### src/rtl/mips_bus_arbiter.sv
// -----------------------------------------------------------------------------
// mips_bus_arbiter
//
// Two-master Avalon-MM arbiter. Master I (instruction fetch) and master D
// (load/store) share one Avalon memory bus that has waitrequest. A registered
// grant state machine picks the owner. The owner's transaction goes to the
// shared bus unchanged, and ownership is held until the slave completes it.
// Nothing is buffered. Each master must hold its request stable while its
// waitrequest is high.
//
// Parameters
//   ADDR_W     address width of all ports
//   DATA_W     data width; byteenable width is DATA_W/8
//   FIXED_PRIO 0 = round-robin on a simultaneous request, 1 = D always wins
//
// Ports
//   clk                 system clock, rising edge
//   reset               asynchronous, active-low reset
//   i_* / d_*           master I / master D Avalon slave-side ports
//                       (address, read, write, writedata, byteenable in;
//                        waitrequest, readdata out)
//   m_*                 shared Avalon master-side bus
//   owner               2'b00 none, 2'b01 I, 2'b10 D
//   proto_err           sticky: an owning master asserted read and write together
// -----------------------------------------------------------------------------
module mips_bus_arbiter #(
  parameter int ADDR_W     = 32,
  parameter int DATA_W     = 32,
  parameter int FIXED_PRIO = 0
) (
  input  logic                  clk,
  input  logic                  reset,
  // master I
  input  logic [ADDR_W-1:0]     i_address,
  input  logic                  i_read,
  input  logic                  i_write,
  input  logic [DATA_W-1:0]     i_writedata,
  input  logic [DATA_W/8-1:0]   i_byteenable,
  output logic                  i_waitrequest,
  output logic [DATA_W-1:0]     i_readdata,
  // master D
  input  logic [ADDR_W-1:0]     d_address,
  input  logic                  d_read,
  input  logic                  d_write,
  input  logic [DATA_W-1:0]     d_writedata,
  input  logic [DATA_W/8-1:0]   d_byteenable,
  output logic                  d_waitrequest,
  output logic [DATA_W-1:0]     d_readdata,
  // shared bus
  output logic [ADDR_W-1:0]     m_address,
  output logic                  m_read,
  output logic                  m_write,
  output logic [DATA_W-1:0]     m_writedata,
  output logic [DATA_W/8-1:0]   m_byteenable,
  input  logic                  m_waitrequest,
  input  logic [DATA_W-1:0]     m_readdata,
  // status
  output logic [1:0]            owner,
  output logic                  proto_err
);

  localparam int BE_W = DATA_W / 8;

  // The state encoding is also the owner encoding, so owner comes straight
  // from the state register.
  typedef enum logic [1:0] {
    ST_IDLE  = 2'b00,
    ST_OWN_I = 2'b01,
    ST_OWN_D = 2'b10
  } state_t;

  state_t      state_r;
  logic        last_grant_r;   // 1'b0 = I was granted last, 1'b1 = D
  logic        proto_err_r;

  logic        req_i_s;
  logic        req_d_s;
  logic        pick_d_s;
  logic        proto_viol_s;

  // Arbitration on entry from IDLE. A lone requester wins. On a tie, fixed
  // priority favours D, and round-robin favours the master that was not
  // granted last.
  function automatic logic arb_pick_d(input logic req_i,
                                      input logic req_d,
                                      input logic last_d,
                                      input logic fixed_d);
    logic pick;
    if (req_i && req_d) begin
      if (fixed_d) begin
        pick = 1'b1;
      end else begin
        pick = ~last_d;
      end
    end else begin
      pick = req_d;
    end
    return pick;
  endfunction

  // Request decode and arbitration choice
  always_comb begin
    req_i_s  = i_read | i_write;
    req_d_s  = d_read | d_write;
    pick_d_s = arb_pick_d(req_i_s, req_d_s, last_grant_r, (FIXED_PRIO != 0));
  end

  // A read+write pair from the current owner is a protocol violation
  always_comb begin
    case (state_r)
      ST_OWN_I: proto_viol_s = i_read & i_write;
      ST_OWN_D: proto_viol_s = d_read & d_write;
      default:  proto_viol_s = 1'b0;
    endcase
  end

  // Bus mux. The m_* outputs depend only on state_r and the owner's request
  // inputs, never on m_waitrequest. A read+write pair goes out as a write.
  // When the owner drops its request, its strobes are already low, so
  // nothing is issued in that cycle.
  always_comb begin
    m_address     = {ADDR_W{1'b0}};
    m_read        = 1'b0;
    m_write       = 1'b0;
    m_writedata   = {DATA_W{1'b0}};
    m_byteenable  = {BE_W{1'b0}};
    i_waitrequest = 1'b1;
    d_waitrequest = 1'b1;
    case (state_r)
      ST_OWN_I: begin
        m_address     = i_address;
        m_read        = i_read & ~i_write;
        m_write       = i_write;
        m_writedata   = i_writedata;
        m_byteenable  = i_byteenable;
        i_waitrequest = m_waitrequest;
      end
      ST_OWN_D: begin
        m_address     = d_address;
        m_read        = d_read & ~d_write;
        m_write       = d_write;
        m_writedata   = d_writedata;
        m_byteenable  = d_byteenable;
        d_waitrequest = m_waitrequest;
      end
      default: begin
        m_address     = {ADDR_W{1'b0}};
        m_read        = 1'b0;
        m_write       = 1'b0;
      end
    endcase
  end

  // Read data goes to both masters. Only the owner's waitrequest qualifies it.
  always_comb begin
    i_readdata = m_readdata;
    d_readdata = m_readdata;
    owner      = state_r;
    proto_err  = proto_err_r;
  end

  // Grant state machine. When the owner completes, ownership passes straight
  // to the other master if it is requesting. Otherwise the arbiter returns to
  // IDLE, so the same master cannot keep the bus without re-arbitrating.
  always_ff @(posedge clk or negedge reset) begin
    if (!reset) begin
      state_r      <= ST_IDLE;
      last_grant_r <= 1'b0;
    end else begin
      case (state_r)
        ST_IDLE: begin
          if (req_i_s || req_d_s) begin
            state_r <= pick_d_s ? ST_OWN_D : ST_OWN_I;
          end else begin
            state_r <= ST_IDLE;
          end
        end
        ST_OWN_I: begin
          if (!req_i_s) begin
            state_r <= ST_IDLE;
          end else if (!m_waitrequest) begin
            last_grant_r <= 1'b0;
            state_r      <= req_d_s ? ST_OWN_D : ST_IDLE;
          end else begin
            state_r <= ST_OWN_I;
          end
        end
        ST_OWN_D: begin
          if (!req_d_s) begin
            state_r <= ST_IDLE;
          end else if (!m_waitrequest) begin
            last_grant_r <= 1'b1;
            state_r      <= req_i_s ? ST_OWN_I : ST_IDLE;
          end else begin
            state_r <= ST_OWN_D;
          end
        end
        default: begin
          state_r <= ST_IDLE;
        end
      endcase
    end
  end

  // Sticky protocol-error flag. Only reset clears it.
  always_ff @(posedge clk or negedge reset) begin
    if (!reset) begin
      proto_err_r <= 1'b0;
    end else if (proto_viol_s) begin
      proto_err_r <= 1'b1;
    end else begin
      proto_err_r <= proto_err_r;
    end
  end

endmodule
### config.mk
export PLATFORM = sky130hd
export DESIGN_NAME = mips_bus_arbiter
export DESIGN_NICKNAME = d
export VERILOG_FILES = /design/src/rtl/mips_bus_arbiter.sv
export SDC_FILE = /design/constraint.sdc
export NUM_CORES = 1
export LEC_CHECK = 0
export CELL_PAD_IN_SITES_DETAIL_PLACEMENT = 2
export CELL_PAD_IN_SITES_GLOBAL_PLACEMENT = 2
export CORE_ASPECT_RATIO = 1.75
export CORE_MARGIN = 3
export CORE_UTILIZATION = 10
export DETAILED_ROUTE_END_ITERATION = 10
export GPL_TIMING_DRIVEN = 1
export HOLD_SLACK_MARGIN = 0.06
export PLACE_DENSITY_LB_ADDON = 0.05
export SYNTH_ARGS = -nofsm -noshare
export SYNTH_HDL_FRONTEND = slang
export SYNTH_SLANG_ARGS = --single-unit
### constraint.sdc
create_clock -name clk -period 1.5 [get_ports clk]
set_input_delay 0.225 -clock clk [delete_from_list [all_inputs] [get_ports clk]]
set_output_delay 0.225 -clock clk [all_outputs]
set_load 0.05 [all_outputs]
Yosys cells after proc, flatten, opt, wreduce, memory -nomap -nowiden --
Index checks and enable logic that the tools add are counted.
Word-level totals: ROM bits 0, bits in registers 4, bits of input ports 175, bits in latches 0, memories kept 0, RAM bits 0, output and inout port bits 139
Operators by class: multiply operators 0, reduce and logical (&&, ||, !) cells 5, add/sub/neg operators 0, shift operators 0, eq/ne operators 6, divide/modulo/power cells 0, magnitude comparators 0, bitwise operators 9, multiplexer cells 23
Operators by type and width (number):
- one-hot mux 32 bit (2 select lines) | 2
- two-way mux 2 bit | 7
- two-way mux 1 bit | 8
- inequality test 2 bit (second input constant) | 4
- one-hot mux 1 bit (2 select lines) | 4
- one-hot mux 4 bit (2 select lines) | 1
- one-hot mux 2 bit (3 select lines) | 1
- AND reduction 5 bit | 1
- AND 1 bit | 4
- NOT 1 bit | 3
- == test 2 x 1 -> 1 bit (second input constant) | 1
- == test 2 bit (second input constant) | 1
- zero test 2 bit | 1
- OR 1 bit | 2
- nonzero test 2 bit | 1
- logical AND 1 bit | 1
- logical OR 1 bit | 1

Depth between registers and ports, before layout --
word-level depth 6, depth in mapped cells 7

Worst setup path after synthesis --
No wires, ideal clock.
kind reg-to-output, start point register state_r[0], in the netlist owner[0], end point output port m_writedata[10], data required time 1275 ps, arrival time 2118 ps, path slack -843 ps, stages on the path, launching flop included 5, cells stage by stage dfrtp_1 -> inv_1 -> ha_1 -> clkbuf_1 -> nor2b_1
Between the ends: cells in the longest elaborated chain, start to end 2, elaborated cells between the ends (all ways) 3
RTL lines:
- start, declared | line 72 | state_t state_r;
- start signal, assigned | line 173 | state_r <= pick_d_s ? ST_OWN_D : ST_OWN_I;
- start signal, assigned | line 183 | state_r <= req_d_s ? ST_OWN_D : ST_IDLE;
- start signal, assigned | line 193 | state_r <= req_i_s ? ST_OWN_I : ST_IDLE;
- == test 2 bit or == test 2 x 1 -> 1 bit (tied branches) | line 129 | case (state_r)
- one-hot mux 32 bit (2 select lines) (*) | line 129
- end, declared | line 53 | output logic [DATA_W-1:0] m_writedata,
Mark *: on every way between the ends. The rest lies on a longest branch, timed or not.

Final worst setup path --
start point register state_r[1], in the netlist owner[1], end point output port m_address[9]
Between the ends: cells in the longest elaborated chain, start to end 2, elaborated cells between the ends (all ways) 3
RTL lines:
- == test 2 bit or == test 2 x 1 -> 1 bit (tied branches) | line 129
- one-hot mux 32 bit (2 select lines) (*) | line 129
- end, declared | line 50 | output logic [ADDR_W-1:0] m_address,
Marked as above.

==> results_dict.tcl <==
set metrics [dict create \
    synth-seq-area-share 0.05402 \
    die_w_um 108.9 \
    layout.cells.non_filler 657 \
    cp_common_cell "buf_12" \
    routed_wl_um 13990 \
    drv_slew 0 \
    grt_pass1_vias 2770 \
    yosys_warnings 0 \
    die_h_um 186.1 \
    area_growth_pct 192.9 \
    synthAdderAreaFrac 0.02701 \
    cts_made_buffers 3 \
    yosys_most_used_dff "dfrtp_1" \
    fp.coreArea_mm2 0.01814 \
    fillers 1938 \
    cp_slowest_cell "dfrtp_2" \
    synth_area_leader_cell "a22oi_1" \
    holdWs_ps 216.9 \
    finClkSkew_ps 0.7591 \
    ir_drop_mv 0.7927 \
    synth_edf_count 0 \
    path_cells "buf_4 > ha_4 > buf_12 > a22oi_1 > nor2b_2 > buf_12" \
    ys_types 24 \
    finalHoldViolCount 0 \
    antenna_left 0 \
    dp.cells 637 \
    pwr_density_cell_mw_per_mm2 2224 \
    power.leakage_nw 1.920 \
    startpoint_type "register" \
    routed-via-count 2560 \
    floorplan.initialDensity 0.1022 \
    netlist_area_mm2 0.001853 \
    synth_top_area_frac 0.2795 \
    min_period_over_period 1.248 \
    rsz0062_at_grt "yes" \
    clk_pin_slew_ps 30 \
    placed_area_mm2 0.004926 \
    io_buffer_count 217 \
    clock_power_share 0.036 \
    critPathArrivalTime_ps 1650 \
    synthesis.nets 438 \
    ys_seq_elements 4 \
    grt_usage 0.1201 \
    grt_overflow 0 \
    fmax_ghz 0.5340 \
    violations "negative setup slack" \
    muxShareOfSynthArea 0 \
    wire_per_inst_um 21.29 \
    num_rows 65 \
    hold_class "primary input to async pin" \
    clk_path_buf_depth 2 \
    avgSynthCellArea_um2 7.155 \
    viasPerCell 3.896 \
    antenna_found_initial 1 \
    max_slew_margin 0.8100 \
    dp_hpwl_um 10610 \
    cpPeakStageDelay_ps 420 \
    cts_hold_buf 0 \
    required_ps 1270 \
    layout-drive-gt1-share 0.4976 \
    ioPinCount 314 \
    p_total_mw 12.07 \
    drc 0 \
    netlist_top_cells_count "69 x a22oi_1, 69 x nor2b_1, 67 x buf_4, 12 x buf_2, 7 x clkbuf_1" \
    synth-xor-area-share 0 \
    clk_latency_ps 230 \
    final_util 0.2993 \
    ys_top_cells_by_area "a22oi_1 28%, buf_4 27%, nor2b_1 23%" \
    grt_pass1_wl_um 18060 \
    switching_share 0.4776 \
    layout_min_cycle_time_ps 1873 \
    setup_tns_ps -23560 \
    dr.pass1.iters 4 \
    synth_compound_area_frac 0.3180 \
    seqPwrFrac 0.019 \
    tightestPinTransition_ps 284.1 \
    gp_congestion 0.7207 \
    worstSetupPathType "register to output pin" \
    netSwitchingPower_mw 5.765 \
    postSynthCellCount 259 \
    ys_async_sr_fraction 1.000 \
    die-area_mm2 0.02026 \
    fin_area_mm2 0.005428 \
    clock_sinks 4 \
    p_int_mw 6.306 \
    synth_top_family_by_area "buffers and inverters" \
    dp_worst_setup_slack_ps -179.6 \
    synthSimpleGateAreaFrac 0.2728 \
    endpoint_kind "output pin" \
    setup_viol 72 \
    crit_fanout 32 \
    cts_root_buf "clkbuf_16" \
    setup_slack_ps -372.7 \
    grt_max_degree 33 \
    drtIter0Drc 58 \
    h-tree-depth 1 \
    fin_nets 602 \
    maxCapViolCount 0 \
    combPwrFrac 0.945 \
    cts_tree "yes" \
    status "complete, but fails checks" \
]
[power by group through the flow]
stage          registers [mW]  clock network [mW]  logic, mW
4_1_cts                 0.226               0.437       10.6
3_5_place_dp            0.236                   0       10.1
3_3_place_gp            0.232                   0       10.1
6_report                0.227               0.434       11.4
5_1_grt                 0.236               0.447       12.0
2_1_floorplan           0.345                   0       5.77
[logic make-up after synthesis]
| kind of cell | after synthesis |
|---|---|
| DFF | 4 |
| AOI/OAI and AO/OA | 78 |
| and+or+nand+nor | 84 |
| buffers and inverters | 89 |
| adders and majority gates | 4 |
[worst max-delay path, delay by kind of cell, from the launching register on]
kind | cells | cell delay (ps)
AND/OR/NAND/NOR | 1 | 90
flip-flops | 1 | 420
AO/OA/AOI/OAI | 1 | 240
buffers and inverters | 3 | 470
adder cells (fa/ha/maj) | 1 | 180
[routing by layer]
metal  track usage  wire (um)
met1        0.1020       4005
met2        0.2710       9094
met3       0.01944        801
met4       0.02376         84
met5             0          0
[registers in the layout (all words and copies together), names as in the netlist]
register and count:
last_grant_r 1, owner 2, proto_err 1
[what timing repair did]
item | in CTS | in global routing
cloned | 2 | 6
hold endpoints to repair | 0 | 0
pin swaps | 0 | 10
endpoints found under the setup margin | 73 | 74
setup buffers | 3 | 5
gates resized for setup | 10 | 31
[worst paths after layout]
check                              startpoint            end  slack (ps)  cells after the start
worst min register to register      proto_err      proto_err         520                      1
worst max register to register       owner[1]       owner[1]          20                      6
worst min-delay path                    reset      proto_err         220                      1
min in group clk                m_readdata[2]  i_readdata[2]         450                      0
max in group asynchronous               reset       owner[1]        1080                      1
worst max-delay path                 owner[1]   m_address[9]        -370                      6
[layout make-up]
type | instances | area (um2) | area share
Antenna cell | 1 | 2.502 | 0.0004610
Sequential cell | 4 | 102.6 | 0.01890
Clock buffer | 4 | 78.83 | 0.01452
Multi-Input combinational cell | 166 | 1568 | 0.2888
Timing Repair Buffer | 246 | 3371 | 0.6210
Tap cell | 234 | 292.8 | 0.05394
Inverter | 2 | 12.51 | 0.002305
[cells in the final DEF (no fill, tap or decap), types with 5 or more instances in the layout]
cell	count
clkdlybuf4s50_1	142
buf_12	81
nor2b_2	51
a22oi_1	47
a22oi_2	22
nor2b_4	18
buf_4	8
clkbuf_16	7
buf_6	6
nand2_1	5
No activity file was read; power rests on OpenSTA's default activity.
